File: src/rtl/capture_scheduler_if.sv
// Bus bundle between the ADC capture scheduler, its sample source, buffer RAM and frame consumer.
// The scheduler connects through the slave modport; the environment uses master.
interface capture_scheduler_if #(
  parameter int DATA_WIDTH = 8,
  parameter int HALF_DEPTH = 64
);
  localparam int ADDR_WIDTH = $clog2(2 * HALF_DEPTH);

  logic                  eoc;
  logic [DATA_WIDTH-1:0] adc_data;
  logic [ADDR_WIDTH-1:0] ram_addr;
  logic [DATA_WIDTH-1:0] ram_wdata;
  logic                  ram_we;
  logic [DATA_WIDTH-1:0] ram_rdata;
  logic                  frame_valid;
  logic                  frame_start;
  logic [DATA_WIDTH-1:0] rd_data;
  logic                  rd_valid;
  logic                  rd_last;
  logic [7:0]            overrun_cnt;

  modport slave (
    input  eoc, adc_data, ram_rdata, frame_start,
    output ram_addr, ram_wdata, ram_we, frame_valid, rd_data, rd_valid, rd_last, overrun_cnt
  );

  modport master (
    output eoc, adc_data, ram_rdata, frame_start,
    input  ram_addr, ram_wdata, ram_we, frame_valid, rd_data, rd_valid, rd_last, overrun_cnt
  );
endinterface

File: src/rtl/capture_scheduler.sv
// Ping-pong ADC capture into a single-port buffer with a streaming reader.
// Sample writes always win the RAM port; the reader stalls for one cycle per write.
module capture_scheduler #(
  parameter int DATA_WIDTH = 8,
  parameter int HALF_DEPTH = 64
) (
  input  logic               clk,
  input  logic               rst_n,
  capture_scheduler_if.slave bus
);
  localparam int ADDR_WIDTH = $clog2(2 * HALF_DEPTH);
  localparam int IDX_WIDTH  = ADDR_WIDTH - 1;
  localparam logic [IDX_WIDTH-1:0] LAST_IDX = IDX_WIDTH'(HALF_DEPTH - 1);

  typedef enum logic [1:0] {IDLE, READ, DRAIN} rd_state_e;

  rd_state_e             state_q, state_d;
  logic                  eoc_s1_q, eoc_s1_d, eoc_s2_q, eoc_s2_d, eoc_s3_q, eoc_s3_d;
  logic                  whalf_q, whalf_d, rhalf_q, rhalf_d, pend_q, pend_d;
  logic [IDX_WIDTH-1:0]  fill_q, fill_d, ridx_q, ridx_d;
  logic [ADDR_WIDTH-1:0] ram_addr_q, ram_addr_d;
  logic [DATA_WIDTH-1:0] ram_wdata_q, ram_wdata_d;
  logic                  ram_we_q, ram_we_d;
  logic                  issue_q, issue_d, issue_last_q, issue_last_d;
  logic                  rd_valid_q, rd_valid_d, rd_last_q, rd_last_d;
  logic                  frame_valid_q, frame_valid_d;
  logic [7:0]            overrun_cnt_q, overrun_cnt_d;
  logic                  eoc_edge, release_hit, reader_busy;

  always_comb begin
    // NOTE: every _d gets a default first so no path leaves it unassigned (no latches).
    state_d       = state_q;
    eoc_s1_d      = bus.eoc;
    eoc_s2_d      = eoc_s1_q;
    eoc_s3_d      = eoc_s2_q;
    whalf_d       = whalf_q;
    rhalf_d       = rhalf_q;
    pend_d        = pend_q;
    fill_d        = fill_q;
    ridx_d        = ridx_q;
    ram_addr_d    = ram_addr_q;
    ram_wdata_d   = ram_wdata_q;
    ram_we_d      = 1'b0;
    issue_d       = 1'b0;
    issue_last_d  = 1'b0;
    overrun_cnt_d = overrun_cnt_q;

    eoc_edge    = eoc_s2_q & ~eoc_s3_q;
    release_hit = (state_q == DRAIN) && rd_valid_q && rd_last_q;
    // A release in this cycle frees the reader before the write boundary is judged.
    reader_busy = pend_q && !release_hit;

    if (release_hit) begin
      state_d = IDLE;
      pend_d  = 1'b0;
    end

    if (eoc_edge) begin
      ram_we_d    = 1'b1;
      ram_addr_d  = {whalf_q, fill_q};
      ram_wdata_d = bus.adc_data;
      fill_d      = fill_q + 1'b1;
      if (fill_q == LAST_IDX) begin
        fill_d = '0;
        if (!reader_busy) begin
          pend_d  = 1'b1;
          rhalf_d = whalf_q;
          whalf_d = ~whalf_q;
        end else if (overrun_cnt_q != 8'hFF) begin
          overrun_cnt_d = overrun_cnt_q + 8'd1;
        end
      end
    end

    case (state_q)
      IDLE: begin
        if (bus.frame_start && frame_valid_q) begin
          state_d = READ;
          ridx_d  = '0;
        end
      end
      READ: begin
        if (!eoc_edge) begin
          ram_addr_d   = {rhalf_q, ridx_q};
          issue_d      = 1'b1;
          issue_last_d = (ridx_q == LAST_IDX);
          ridx_d       = ridx_q + 1'b1;
          if (ridx_q == LAST_IDX) state_d = DRAIN;
        end
      end
      default: ;
    endcase

    // Read data arrives one cycle after the address leaves the port.
    rd_valid_d    = issue_q;
    rd_last_d     = issue_last_q;
    frame_valid_d = pend_d && (state_d == IDLE);
  end

  // NOTE: sequential state uses non-blocking assignments only; all of it resets asynchronously.
  always_ff @(posedge clk or negedge rst_n) begin
    if (!rst_n) begin
      state_q       <= IDLE;
      eoc_s1_q      <= 1'b0;
      eoc_s2_q      <= 1'b0;
      eoc_s3_q      <= 1'b0;
      whalf_q       <= 1'b0;
      rhalf_q       <= 1'b0;
      pend_q        <= 1'b0;
      fill_q        <= '0;
      ridx_q        <= '0;
      ram_addr_q    <= '0;
      ram_wdata_q   <= '0;
      ram_we_q      <= 1'b0;
      issue_q       <= 1'b0;
      issue_last_q  <= 1'b0;
      rd_valid_q    <= 1'b0;
      rd_last_q     <= 1'b0;
      frame_valid_q <= 1'b0;
      overrun_cnt_q <= '0;
    end else begin
      state_q       <= state_d;
      eoc_s1_q      <= eoc_s1_d;
      eoc_s2_q      <= eoc_s2_d;
      eoc_s3_q      <= eoc_s3_d;
      whalf_q       <= whalf_d;
      rhalf_q       <= rhalf_d;
      pend_q        <= pend_d;
      fill_q        <= fill_d;
      ridx_q        <= ridx_d;
      ram_addr_q    <= ram_addr_d;
      ram_wdata_q   <= ram_wdata_d;
      ram_we_q      <= ram_we_d;
      issue_q       <= issue_d;
      issue_last_q  <= issue_last_d;
      rd_valid_q    <= rd_valid_d;
      rd_last_q     <= rd_last_d;
      frame_valid_q <= frame_valid_d;
      overrun_cnt_q <= overrun_cnt_d;
    end
  end

  assign bus.ram_addr    = ram_addr_q;
  assign bus.ram_wdata   = ram_wdata_q;
  assign bus.ram_we      = ram_we_q;
  assign bus.frame_valid = frame_valid_q;
  assign bus.rd_valid    = rd_valid_q;
  assign bus.rd_last     = rd_last_q;
  assign bus.rd_data     = rd_valid_q ? bus.ram_rdata : '0;
  assign bus.overrun_cnt = overrun_cnt_q;
endmodule

File: src/flat_wrapper.sv
// flat-port wrapper written by rule: the top's interface ports become plain ports
module capture_scheduler_flat 
#(
  parameter int DATA_WIDTH = 8,
  parameter int HALF_DEPTH = 64
)
  (clk, rst_n, bus_eoc, bus_adc_data, bus_ram_rdata, bus_frame_start, bus_ram_addr, bus_ram_wdata, bus_ram_we, bus_frame_valid, bus_rd_data, bus_rd_valid, bus_rd_last, bus_overrun_cnt);
  capture_scheduler_if #(.DATA_WIDTH(DATA_WIDTH), .HALF_DEPTH(HALF_DEPTH)) bus_i ();
  input  logic clk;
  input  logic rst_n;
  input wire logic [$bits(bus_i.eoc)-1:0] bus_eoc;
  input wire logic [$bits(bus_i.adc_data)-1:0] bus_adc_data;
  input wire logic [$bits(bus_i.ram_rdata)-1:0] bus_ram_rdata;
  input wire logic [$bits(bus_i.frame_start)-1:0] bus_frame_start;
  output wire logic [$bits(bus_i.ram_addr)-1:0] bus_ram_addr;
  output wire logic [$bits(bus_i.ram_wdata)-1:0] bus_ram_wdata;
  output wire logic [$bits(bus_i.ram_we)-1:0] bus_ram_we;
  output wire logic [$bits(bus_i.frame_valid)-1:0] bus_frame_valid;
  output wire logic [$bits(bus_i.rd_data)-1:0] bus_rd_data;
  output wire logic [$bits(bus_i.rd_valid)-1:0] bus_rd_valid;
  output wire logic [$bits(bus_i.rd_last)-1:0] bus_rd_last;
  output wire logic [$bits(bus_i.overrun_cnt)-1:0] bus_overrun_cnt;
  assign bus_i.eoc = bus_eoc;
  assign bus_i.adc_data = bus_adc_data;
  assign bus_i.ram_rdata = bus_ram_rdata;
  assign bus_i.frame_start = bus_frame_start;
  assign bus_ram_addr = bus_i.ram_addr;
  assign bus_ram_wdata = bus_i.ram_wdata;
  assign bus_ram_we = bus_i.ram_we;
  assign bus_frame_valid = bus_i.frame_valid;
  assign bus_rd_data = bus_i.rd_data;
  assign bus_rd_valid = bus_i.rd_valid;
  assign bus_rd_last = bus_i.rd_last;
  assign bus_overrun_cnt = bus_i.overrun_cnt;
  capture_scheduler #(.DATA_WIDTH(DATA_WIDTH), .HALF_DEPTH(HALF_DEPTH)) u_core (.clk(clk), .rst_n(rst_n), .bus(bus_i));
endmodule
File: config.mk
export PLATFORM = sky130hd
export DESIGN_NAME = capture_scheduler_flat
export DESIGN_NICKNAME = d
export VERILOG_FILES = /design/src/rtl/capture_scheduler_if.sv /design/src/rtl/capture_scheduler.sv /design/src/flat_wrapper.sv
export SDC_FILE = /design/constraint.sdc
export NUM_CORES = 1
export LEC_CHECK = 0
export CAP_MARGIN = 10
export CORE_UTILIZATION = 43
export CTS_CLUSTER_DIAMETER = 100
export DETAILED_ROUTE_END_ITERATION = 12
export MAX_ROUTING_LAYER = met4
export PLACE_DENSITY = 0.75
export SLEW_MARGIN = 20
export SYNTH_ARGS = -nofsm -noshare
export SYNTH_HDL_FRONTEND = slang
export SYNTH_SLANG_ARGS = --single-unit
File: constraint.sdc
create_clock -name clk -period 1.67 [get_ports clk]
set_input_delay 0.2505 -clock clk [delete_from_list [all_inputs] [get_ports clk]]
set_output_delay 0.2505 -clock clk [all_outputs]
set_load 0.01 [all_outputs]
==> metrics <==
status=completed; Fin. Hold Viols=0; drc violations=0; slowest stage cell, crit path=dfrtp_1; clock buffer depth=2; top cells by area, synth=dfrtp_1, nand2_1, xnor2_1; Max-cap violations=0; number of iterations in the first detailed-routing pass=4; Clk pin slew, worst setup/hold paths=~0.08 ns; Final Max Slew Viols=0; CTS HTree Levels=2; Startpoint Class=flop; CTS tree=done; Primary FF master, synth=dfrtp_1; yosys warns=0; Seq pwr share=roughly 46%; P_leak=~1.4 nW; DRT Wirelength=4.48 mm; Site Rows=25; Async S/R FF share, synth=100%; biggest area consumer among synthesized cells=dfrtp_1; sw frac=roughly a third; PwrDens=around 1200 nW/um^2; setup_tns=0 ns; fin crit period=approximately 1.6 ns; FF+latch count, synth=49; GR Util All Layers=approximately a fifth; worst slew pin tran=roughly 0.40 ns; clock network fraction of total power=between 10% and 20%; Mapped Area=roughly 2100 sq um; gpl congestion=0.825; reg2reg setup slack=0.03 ns; Post-Synth Adder-Cell Area=~1.8%; Final Non-Filler Cells=347; Top Ports=55; Mapped Avg Cell Area=10.7 sq um; height of the chip=around 72 microns; Final period util=a little over nine tenths; total core area=~4700 sq um; CTS sink count=49; Top delay family on crit path=simple AND/OR/NAND/NOR gates; total CTS buffers=5; P_sw=0.00118 W; initial core utilization=approximately 45%; Via Count=between 1500 and 2000; Final Net Count=304; Tot Pwr=between 0.003 and 0.004 W; DIE AREA=5210 sq um; crit path max fanout=8; Seq/Total Area, Yosys=between 50% and 60%; Hold Crit Class=flop to flop; number of synthesized flops with an enable pin=0; Setup WS pre-CTS=-0.0765 ns; vias per std cell=~4.9; clock skew=just under 0.007 ns; ant diodes=0; Synth Area in Compound Gates=about 6.5%; syn_nets=around 220; largest net degree at the start of global routing=50; area grow syn2layout=42.6%; HPWL Detailed=3.14 mm; largest family of logic cells by synthesized area=simple AND/OR/NAND/NOR gates; DR WL/cell=approximately 13 microns; Post-DRT Antenna Nets=0; share of the synthesized area in the top cell type=57.9%; first-pass GRT wire length=around 7.7 mm; cell with the most instances after synthesis=dfrtp_1; Placed Cells=335; Root Buffer=clkbuf_8; Worst Path Arrival=approximately 1.8 ns; Worst Setup Path Type=flop to flop; worst rel slew slack=between 70% and 80%; f_max=slightly above 600 MHz; internal power=about 0.0024 W; PortBufs=between 50 and 60; critical path's largest stage delay=between 0.3 and 0.4 ns; Crit path buffers/inverters=1; cell count after synthesis=slightly below 200; vias in the first global route=1651; Die W=72.2 microns; simple-gate share of the synthesized area=22.3%; clk_lat worst skew=0.30 ns; final setup margin=0.0265 ns; RSZ-0062 raised after global routing=true; global route overflow=0; Synth Area in XOR/XNOR=5.38%; Layout fillers=395; Hold Slack=between 0.3 and 0.4 ns; share of cells above drive strength 1=16.8%; Final Setup Violations=0; multiplexer area fraction after synthesis=under 10%; distinct cell type count after synthesis=34; Crit. End Element=flop; Logic pwr share=36.9%; initial antenna violation count=0; worst path cell trace=ha_2, and3_4, nand4_4, nor3_4, buf_6, mux2_4; Initial DRC Count=130; Max IR drop VDD=0.555 mV; Worst EP required=approximately 1.9 ns; Post-synth top cells=dfrtp_1, nand2_1, o21ai_0
## through the flow
step	util [%]	area, sq um
after global routing	63.9	3020
after global placement	61.4	2900
after floorplan	-	2130
final	63.9	3020
after CTS	63.1	2980
after detailed placement	61.4	2900
## cell type report
type / instances / area [sq um] / area share, %
sequential: 49 / 1230 / 40.6
inverter: 3 / 11.3 / 0.373
clock buffer: 5 / 68.8 / 2.28
tap: 67 / 83.8 / 2.78
multi-input combinational: 140 / 868 / 28.8
clock inverter: 1 / 5.00 / 0.166
timing repair buffer: 82 / 754 / 25.0
## layout by cell type, fill, tap and decap left out, types with 2 or more instances in the layout
cell type,netlist,routed
dfrtp_1,49,49
clkdlybuf4s50_1,0,45
nand2_1,44,44
buf_4,0,25
o21ai_0,16,16
xnor2_1,11,11
nor2_1,9,9
and2_1,8,8
dlygate4sd2_1,0,8
nand4_1,6,6
mux2i_1,6,6
clkbuf_8,0,5
nor3_1,4,4
and3_1,4,4
a21oi_1,4,3
inv_1,2,2
nand4b_1,2,2
and4_1,2,2
xor2_1,2,2
mux2_2,3,2
nand3_1,2,2
o31ai_1,2,2
ha_1,3,2
## metal layers
metal	track usage, %	vias to the layer above	part of all wire (%)
met2	29.3	67	45
met1	26.2	794	47
met4	5.88	0	1.3
li1	-	836	-
met5	-	-	0
met3	5.42	7	7.0
## power by group through the flow
stage	sequential (W)	clock (W)	combinational, W
2_1_floorplan	0.00173	0	0.000597
3_3_place_gp	0.00167	0	0.00130
3_5_place_dp	0.00167	0	0.00133
4_1_cts	0.00165	0.000657	0.00132
5_1_grt	0.00168	0.000702	0.00148
6_report	0.00165	0.000635	0.00134
## cells by family after synthesis
| logic type | count (synthesis) |
|---|---|
| AND/OR/NAND/NOR | 90 |
| AO/OA/AOI/OAI | 25 |
| adder cells (fa/ha/maj) | 3 |
| flip-flops | 49 |
| multiplexers | 9 |
| buffers and inverters | 9 |
| XOR/XNOR | 13 |
## registers in the layout, summed over array words and instances (netlist names)
register	cells
u_core.fill_q	6
u_core.rhalf_q	1
u_core.eoc_s3_q	1
u_core.bus.frame_valid	1
u_core.ridx_q	6
u_core.bus.overrun_cnt	8
u_core.bus.rd_last	1
u_core.eoc_s2_q	1
u_core.bus.ram_addr	7
u_core.bus.ram_wdata	8
u_core.bus.rd_valid	1
u_core.state_q	2
u_core.eoc_s1_q	1
u_core.bus.ram_we	1
u_core.pend_q	1
u_core.issue_last_q	1
u_core.whalf_q	1
u_core.issue_q	1
## what timing repair did
action	CTS	global route
setup endpoints to repair	8	9
pin swaps	0	4
hold endpoints to repair	49	0
buffers inserted	1	4
gates resized for setup	8	2
hold buffers	1	0
## path summary, 6_finish.rpt
kind | from | to | cells past startpoint
setup / recovery | u_core.fill_q[1]$_DFFE_PN0P_ | u_core.bus.overrun_cnt[1]$_DFFE_PN0P_ | 6
hold reg to reg | u_core.issue_q$_DFF_PN0_ | u_core.bus.rd_valid$_DFF_PN0_ | 0
setup reg to reg | u_core.fill_q[1]$_DFFE_PN0P_ | u_core.bus.overrun_cnt[1]$_DFFE_PN0P_ | 6
hold / removal | u_core.issue_q$_DFF_PN0_ | u_core.bus.rd_valid$_DFF_PN0_ | 0
max in group asynchronous | rst_n | u_core.eoc_s3_q$_DFF_PN0_ | 3
min in group asynchronous | rst_n | u_core.fill_q[2]$_DFFE_PN0P_ | 3
(Power assumes the default switching activity.)
